`src/rtl/sn74_pkg.sv`:
```
// Shared definitions for the '158-style nibble bus receiver.
package sn74_pkg;

   localparam int unsigned DEF_DEPTH = 4;
   localparam int unsigned WORD_W    = 8;

   typedef enum logic {
      IDLE,
      HAVE_A
   } state_t;

endpackage

```
`src/rtl/sn74xx158_rx_fifo.sv`:
```
// Output word FIFO for sn74xx158_rx; DEPTH must be a power of two, minimum 2.
module sn74xx158_rx_fifo
   import sn74_pkg::*;
#(
   parameter int unsigned DEPTH = DEF_DEPTH
) (
   input  logic              clk,
   input  logic              rst_n,
   input  logic              push,
   input  logic [WORD_W-1:0] din,
   input  logic              pop,
   output logic [WORD_W-1:0] dout,
   output logic              full,
   output logic              empty
);

   localparam int unsigned AW = $clog2(DEPTH);
   localparam logic [AW:0] FULL_CNT = (AW + 1)'(DEPTH);

   logic [WORD_W-1:0] mem [DEPTH];
   logic [AW-1:0]     wr_ptr, rd_ptr;
   logic [AW:0]       count;
   logic              do_push, do_pop;

   assign empty   = (count == '0);
   assign full    = (count == FULL_CNT);
   assign do_pop  = pop & ~empty;
   // a pop on the same edge frees the slot, so a push while full is still taken
   assign do_push = push & (~full | do_pop);
   assign dout    = empty ? '0 : mem[rd_ptr];

   always_ff @(posedge clk or negedge rst_n) begin
      if (!rst_n) begin
         wr_ptr <= '0;
         rd_ptr <= '0;
         count  <= '0;
      end else begin
         if (do_push) wr_ptr <= wr_ptr + AW'(1);
         if (do_pop)  rd_ptr <= rd_ptr + AW'(1);
         case ({do_push, do_pop})
            2'b10:   count <= count + (AW + 1)'(1);
            2'b01:   count <= count - (AW + 1)'(1);
            default: count <= count;
         endcase
      end
   end

   always_ff @(posedge clk) begin
      if (do_push) mem[wr_ptr] <= din;
   end

endmodule

```
`src/rtl/sn74xx158_rx.sv`:
```
// Receiver for a '158-style inverted, multiplexed nibble bus; rebuilds {B,A} words.
// Optional error counter enabled by defining SN74XX158_RX_ERRCNT_EN.
module sn74xx158_rx
   import sn74_pkg::*;
#(
   parameter int unsigned DEPTH = DEF_DEPTH
) (
   input  logic              clk,
   input  logic              rst_n,
   input  logic [3:0]        y_n,
   input  logic              sel,
   input  logic              g_n,
   output logic [WORD_W-1:0] dout,
   output logic              dout_valid,
   input  logic              dout_ready,
   output logic              err,
   output logic              ovf,
   output logic [7:0]        err_cnt
);

   state_t            state, state_nx;
   logic [3:0]        a_q, a_nx, nib;
   logic              push, perr, oflow, pop, full, empty;
   logic [WORD_W-1:0] word;

   assign nib  = ~y_n;
   assign word = {nib, a_q};

   always_comb begin
      state_nx = state;
      a_nx     = a_q;
      push     = 1'b0;
      perr     = 1'b0;
      case (state)
         IDLE: begin
            if (!g_n) begin
               if (!sel) begin
                  a_nx     = nib;
                  state_nx = HAVE_A;
               end else begin
                  perr = 1'b1;
               end
            end
         end
         HAVE_A: begin
            if (g_n) begin
               perr     = 1'b1;
               state_nx = IDLE;
            end else if (sel) begin
               push     = 1'b1;
               state_nx = IDLE;
            end else begin
               a_nx = nib;
               perr = 1'b1;
            end
         end
         default: state_nx = IDLE;
      endcase
   end

   assign dout_valid = ~empty;
   assign pop        = dout_valid & dout_ready;
   assign oflow      = push & full & ~pop;

   sn74xx158_rx_fifo #(.DEPTH(DEPTH)) u_fifo (
      .clk   (clk),
      .rst_n (rst_n),
      .push  (push),
      .din   (word),
      .pop   (pop),
      .dout  (dout),
      .full  (full),
      .empty (empty)
   );

   always_ff @(posedge clk or negedge rst_n) begin
      if (!rst_n) begin
         state <= IDLE;
         a_q   <= '0;
         err   <= 1'b0;
         ovf   <= 1'b0;
      end else begin
         state <= state_nx;
         a_q   <= a_nx;
         err   <= perr | oflow;
         ovf   <= ovf | oflow;
      end
   end

`ifdef SN74XX158_RX_ERRCNT_EN
   always_ff @(posedge clk or negedge rst_n) begin
      if (!rst_n) begin
         err_cnt <= '0;
      end else if ((perr | oflow) && (err_cnt != '1)) begin
         err_cnt <= err_cnt + 8'd1;
      end
   end
`else
   assign err_cnt = '0;
`endif

endmodule

```
`config.mk`:
```
export PLATFORM = sky130hd
export DESIGN_NAME = sn74xx158_rx
export DESIGN_NICKNAME = d
export VERILOG_FILES = /design/src/rtl/sn74_pkg.sv /design/src/rtl/sn74xx158_rx_fifo.sv /design/src/rtl/sn74xx158_rx.sv
export SDC_FILE = /design/constraint.sdc
export NUM_CORES = 1
export LEC_CHECK = 0
export CAP_MARGIN = 20
export CELL_PAD_IN_SITES_DETAIL_PLACEMENT = 2
export CELL_PAD_IN_SITES_GLOBAL_PLACEMENT = 2
export CORE_UTILIZATION = 40
export CTS_CLUSTER_SIZE = 12
export DETAILED_ROUTE_END_ITERATION = 10
export MAX_ROUTING_LAYER = met4
export PLACE_DENSITY = 0.79
export SYNTH_ARGS = -nofsm -noshare
export SYNTH_HDL_FRONTEND = slang
export SYNTH_SLANG_ARGS = --single-unit
export TNS_END_PERCENT = 1
```
`constraint.sdc`:
```
create_clock -name clk -period 3.4 [get_ports clk]
set_input_delay 0.51 -clock clk [delete_from_list [all_inputs] [get_ports clk]]
set_output_delay 0.51 -clock clk [all_outputs]
set_load 0.01 [all_outputs]
```
### After elaboration in Yosys (flattened, before gate mapping)

Memories as Yosys holds them, arrays and structs flattened.
Cells that the tools add are included.
W data, S select, Z words.

| cells by class | value |
|---|---|
| add/sub/neg operators | 4 |
| eq/ne operators | 3 |
| mux-type cells | 13 |
| bitwise gates (word level) | 15 |
| reductions and logical operators | 3 |

Operators with widths:

| kind | count |
|---|---|
| $mux W1 | 8 |
| $mux W4 | 2 |
| $mux W8 | 1 |
| $not A1 Y1 | 6 |
| $pmux W3 S2 | 1 |
| $and A1 B1 Y1 | 5 |
| $add A2 B1 Y2 const B | 2 |
| $not A4 Y4 | 1 |
| $add A3 B1 Y3 const B | 1 |
| $eq A3 B3 Y1 const B | 1 |
| $logic_not A3 Y1 | 1 |
| $or A1 B1 Y1 | 3 |
| $sub A3 B1 Y3 const B | 1 |
| $eq A2 B1 Y1 const B | 1 |
| $eq A2 B2 Y1 const B | 1 |
| $pmux W1 S2 | 1 |
| $reduce_and A2 Y1 | 1 |
| $reduce_bool A2 Y1 | 1 |

| storage, ports and cells | value |
|---|---|
| flip-flop bits (word level) | 14 |
| RAM bits | 32 |
| bits of input ports | 9 |
| output and inout port bits | 19 |
| word-level logic and storage cells | 46 |
| memories kept | 1 |

Memories:

| name | words | bits a word | read ports | clocked after Yosys merged registers in | write ports | line | text |
|---|---|---|---|---|---|---|---|
| u_fifo.mem | 4 | 8 | 1 | 0 | 1 | sn74xx158_rx_fifo.sv:20 | `logic [WORD_W-1:0] mem [DEPTH];` |

### Depth between registers and ports, before layout

| logic depth | value |
|---|---|
| word-level depth | 8 |
| depth in mapped cells | 10 |
| gate-level depth less buffers | 10 |

### By module

From an unflattened synthesis, not the netlist that was laid out.

| second synthesis, totals | value |
|---|---|
| cell total of the unflattened synthesis | 142 |
| area, all modules | 2100.8 sq um |

Modules (own cells, without submodules):

| module | times used | cells each | area an instance (sq um) | sequential area each (sq um) |
|---|---|---|---|---|
| sn74xx158_rx_fifo | 1 | 105 | 1731.7 | 1136.1 |
| sn74xx158_rx | 1 | 37 | 369.1 | 175.2 |

### Worst setup path after synthesis

No wires, ideal clock.

| timing path | value |
|---|---|
| kind | input port to flip-flop |
| from | in sel |
| to | reg u_fifo.count[2] |
| setup time | 79 ps |
| data arrival time | 1994 ps |
| required time | 3321 ps |
| slack | 1326 ps |
| cell stages on the path | 10 |
| path buffers | 0 |
| cell sequence | nor2b_1 > ha_1 > nor2b_2 > inv_1 > ha_1 > inv_1 > fa_1 > xor2_1 > nor2_1 > xor2_1 |

| on the way | value |
|---|---|
| word-level cells in the longest chain between the ends | 6 |
| elaborated cells on any way between the ends | 8 |
| those cells by class | eq/ne (2); mux (4); bitwise (1); reduce/logical (1) |

Ends and longest elaborated chain:

| element | line | text |
|---|---|---|
| start: declaration | sn74xx158_rx.sv:11 | `input logic sel,` |
| $mux W1 * | sn74xx158_rx.sv:49 | `end else if (sel) begin` |
| $mux W1 * | sn74xx158_rx.sv:46 | `if (g_n) begin` |
| $mux W1 * | sn74xx158_rx.sv:34 | `case (state)` |
| $and A1 B1 Y1 * | sn74xx158_rx_fifo.sv:29 | `assign do_push = push & (~full \| do_pop);` |
| $eq A2 B1 Y1 or $eq A2 B2 Y1 (tied branches) | sn74xx158_rx_fifo.sv:40 | `case ({do_push, do_pop})` |
| $pmux W3 S2 or $reduce_bool A2 Y1 (tied branches) | - |  |
| end signal: assignment | sn74xx158_rx_fifo.sv:41 | `2'b10: count <= count + (AW + 1)'(1);` |
| end signal: assignment | sn74xx158_rx_fifo.sv:42 | `2'b01: count <= count - (AW + 1)'(1);` |
| end signal: assignment | sn74xx158_rx_fifo.sv:43 | `default: count <= count;` |
| end: declaration | sn74xx158_rx_fifo.sv:22 | `logic [AW:0] count;` |

Every way passes the cells marked *; elsewhere a longest branch is shown, timed or not.
A chain may end at the register's enable or synchronous reset.

### Worst setup path in the final report

| timing path | value |
|---|---|
| from | reg u_fifo.rd_ptr[0] |
| to | out dout[2] |

| on the way | value |
|---|---|
| word-level cells in the longest chain between the ends | 2 |

Ends and longest elaborated chain:

| element | line | text |
|---|---|---|
| start: declaration | sn74xx158_rx_fifo.sv:21 | `logic [AW-1:0] wr_ptr, rd_ptr;` |
| start signal: assignment | sn74xx158_rx_fifo.sv:39 | `if (do_pop) rd_ptr <= rd_ptr + AW'(1);` |
| $mem_v2 Z4 W8 | - |  |
| $mux W8 | sn74xx158_rx_fifo.sv:30 | `assign dout = empty ? '0 : mem[rd_ptr];` |
| end: declaration | sn74xx158_rx.sv:13 | `output logic [WORD_W-1:0] dout,` |

No other way between the ends.

==> results.md <==
* Combinational cell fraction of total power at 33.3%
* Die Span Y at 72.8 µm
* Fraction of registers with async set/reset at 30.4%
* Power per cell area at 718 mW/mm²
* Worst endpoint required time at 2.89 ns
* # port buffers at 19
* P_sw at 0.000492 W
* Clock Path Buffers at 2
* Ant diodes at 0
* Die X at 72.8 µm
* WL/cell at 17.1 µm
* Final Skew at 0.00613 ns
* VDD IR max at 0.000302 V
* TNS Setup at 0 ns
* Share of cells above drive strength 1 at 13.6%
* RePlAce Congestion at 0.691
* Sequential cell area fraction in the yosys report at 65.4%
* Worst Hold Class: reg -> reg
* Via count at 1007
* Vias in the first global route at 1122
* Clk_lat worst skew at 0.29 ns
* Slowest CP cell: dfrtp_1
* Final Max Slew Viols at 0
* Most used flip-flop cell after synthesis: edfxtp_1
* DR iter-0 viols at 49
* Worst Path Max Fanout at 10
* Synth top cells by count: 32 x edfxtp_1, 14 x dfrtp_1, 12 x and2_1
* Yosys synthesis warning count at 0
* Most common cell in the synthesized netlist: edfxtp_1
* Post-synth EDFFs at 32
* Post_cts resized at 0
* GRT Resource Usage Total at 16.5%
* Root Driver: clkbuf_8
* Synthesized netlist cell count at 125
* Initial DRT Pass Iterations at 4
* Outcome: completed
* Crit path time final at 2.79 ns
* Initial core utilization at 41.9%
* Synthesis-to-layout area growth at 14.4%
* Cell-internal power at 0.00115 W
* Worst slew margin at 54.8%
* Initial antenna violation count at 0
* Max_cap viols at 0
* Post-synth top area share at 47.9%
* CTS clock-pin slew for the worst setup and hold paths at 0.08 ns
* Antenna Nets Post-Route at 0
* Core area at 0.00479 mm²
* Startpoint Class: flop
* Post-CTS setup buffers at 0
* Crit-path cells: mux4_2 > and2_1 > clkdlybuf4s50_1
* Ports at 28
* CTS buffer count at 5
* Clock share of power at 19.1%
* Critical path's largest stage delay at 0.76 ns
* Vias per cell at 4.71
* Share of total power in sequential cells at 47.6%
* Nets@finish at 162
* CTS tree: yes
* Fmax at 358 MHz
* Synth top area cells: edfxtp_1 48%, dfrtp_1 17%, mux4_2 9.0%
* WS Path Type: reg -> out
* Filler instances at 458
* Global route overflow at 0
* Hold Fails Final Rpt at 0
* Synthesized cell area at 0.00200 mm²
* Die ar. at 0.00530 mm²
* Synth Area per Inst at 16.0 µm²
* Sw Ratio at 29.9%
* Routed wire length at 3660 µm
* Largest net degree at the start of global routing at 15
* CP Capture Type: output port
* Tightest Pin Transition at 0.676 ns
* CTS sink cnt at 46
* Total power draw at 0.00165 W
* Leakage at 0.872 nW
* Count of cell types in the netlist at 26
* CP arrival at 2.28 ns
* H-tree levels at 2
* Fin util at 47.9%
* First-pass GRT wire length at 5830 µm
* Setup Viol. Count Final at 0
* Hold buffers post-CTS at 0
* RSZ-0062 raised after global routing: false
* Yosys reg bits at 46
* Row count at 25
* Final Cycle Share at 82.0%
* Post-synth top area cell: edfxtp_1
* Drt drc at 0
* Post-DP HPWL at 2680 µm
## layer usage
metal | global-route usage [%] | vias up | wire length, µm
met2 | 28.1 | 19 | 1940
met5 | - | - | 0
met3 | 5.39 | 6 | 117
li1 | - | 456 | -
met4 | 4.58 | 0 | 44
met1 | 18.7 | 526 | 1570
## layout make-up
class | instances | area (µm²) | share of cell area, %
Timing Repair Buffer | 19 | 190 | 8.29
Sequential cell | 46 | 1310 | 57.2
Inverter | 11 | 41.3 | 1.80
Clock buffer | 8 | 80.1 | 3.49
Tap cell | 67 | 83.8 | 3.66
Multi-Input combinational cell | 63 | 587 | 25.6
## power groups by stage
| stage | logic, W | registers [W] | clock network (W) |
|---|---|---|---|
| 3_3_place_gp | 0.000529 | 0.000796 | 0 |
| 2_1_floorplan | 0.000409 | 0.000729 | 0 |
| 4_1_cts | 0.000567 | 0.000789 | 0.000327 |
| 3_5_place_dp | 0.000564 | 0.000802 | 0 |
| 5_1_grt | 0.000606 | 0.000802 | 0.000343 |
| 6_report | 0.000549 | 0.000783 | 0.000315 |
## registers in the layout (all words and copies together) (netlist names)
name / cells
u_fifo.mem: 32
a_q: 4
u_fifo.count: 3
u_fifo.rd_ptr: 2
u_fifo.wr_ptr: 2
err: 1
ovf: 1
state: 1
## kinds of logic after synthesis
group,synth area share [%]
buffers and inverters,6.62
xor gates and xnor gates,2.62
adders and majority gates,4.74
DFF,65.4
other,0.187
muxes,9.74
and+or+nand+nor,9.43
AOI/OAI and AO/OA,1.25
## layout by cell type (no fill, tap or decap), drive strengths merged
cell type / n
ha: 6
or3: 1
nand2: 6
nand2b: 2
or2: 1
nor2b: 2
edfxtp: 32
o21ai: 5
nor4b: 1
clkdlybuf4s50: 19
nand3: 1
dfrtp: 14
mux2: 1
inv: 11
mux4: 8
conb: 8
nor2: 1
clkbuf: 8
and2: 13
fa: 1
xnor2: 3
xor2: 3
## worst max-delay path, delay by kind of cell, from the launching register on
kind,cells,cell delay (ns)
flops,1,0.76
mux,1,0.59
simple gates,1,0.17
buf+inv,1,0.47
## worst paths after layout
check                                  from               to  slack, ns  cells after the start
max in group asynchronous             rst_n  u_fifo.count[1]       2.35                      1
max reg2reg                 u_fifo.count[0]  u_fifo.count[2]       1.27                      9
min reg2reg                             ovf              ovf       0.49                      1
max                        u_fifo.rd_ptr[0]          dout[2]       0.61                      3
min                                     ovf              ovf       0.49                      1
min in group asynchronous             rst_n  u_fifo.count[0]       0.62                      1
## stage by stage
step | hold slack (ns) | std cells | worst slack (ns) | instance area (µm²)
detailed placement | 0.476 | 206 | 0.680 | 2210
finish | 0.489 | 214 | 0.610 | 2290
global placement | 0.458 | 206 | 0.835 | 2210
floorplan | 0.214 | 132 | 1.33 | 2030
global route | 0.545 | 214 | 0.468 | 2290
CTS | 0.496 | 214 | 0.561 | 2290
Power figures use the tool's default switching activity.
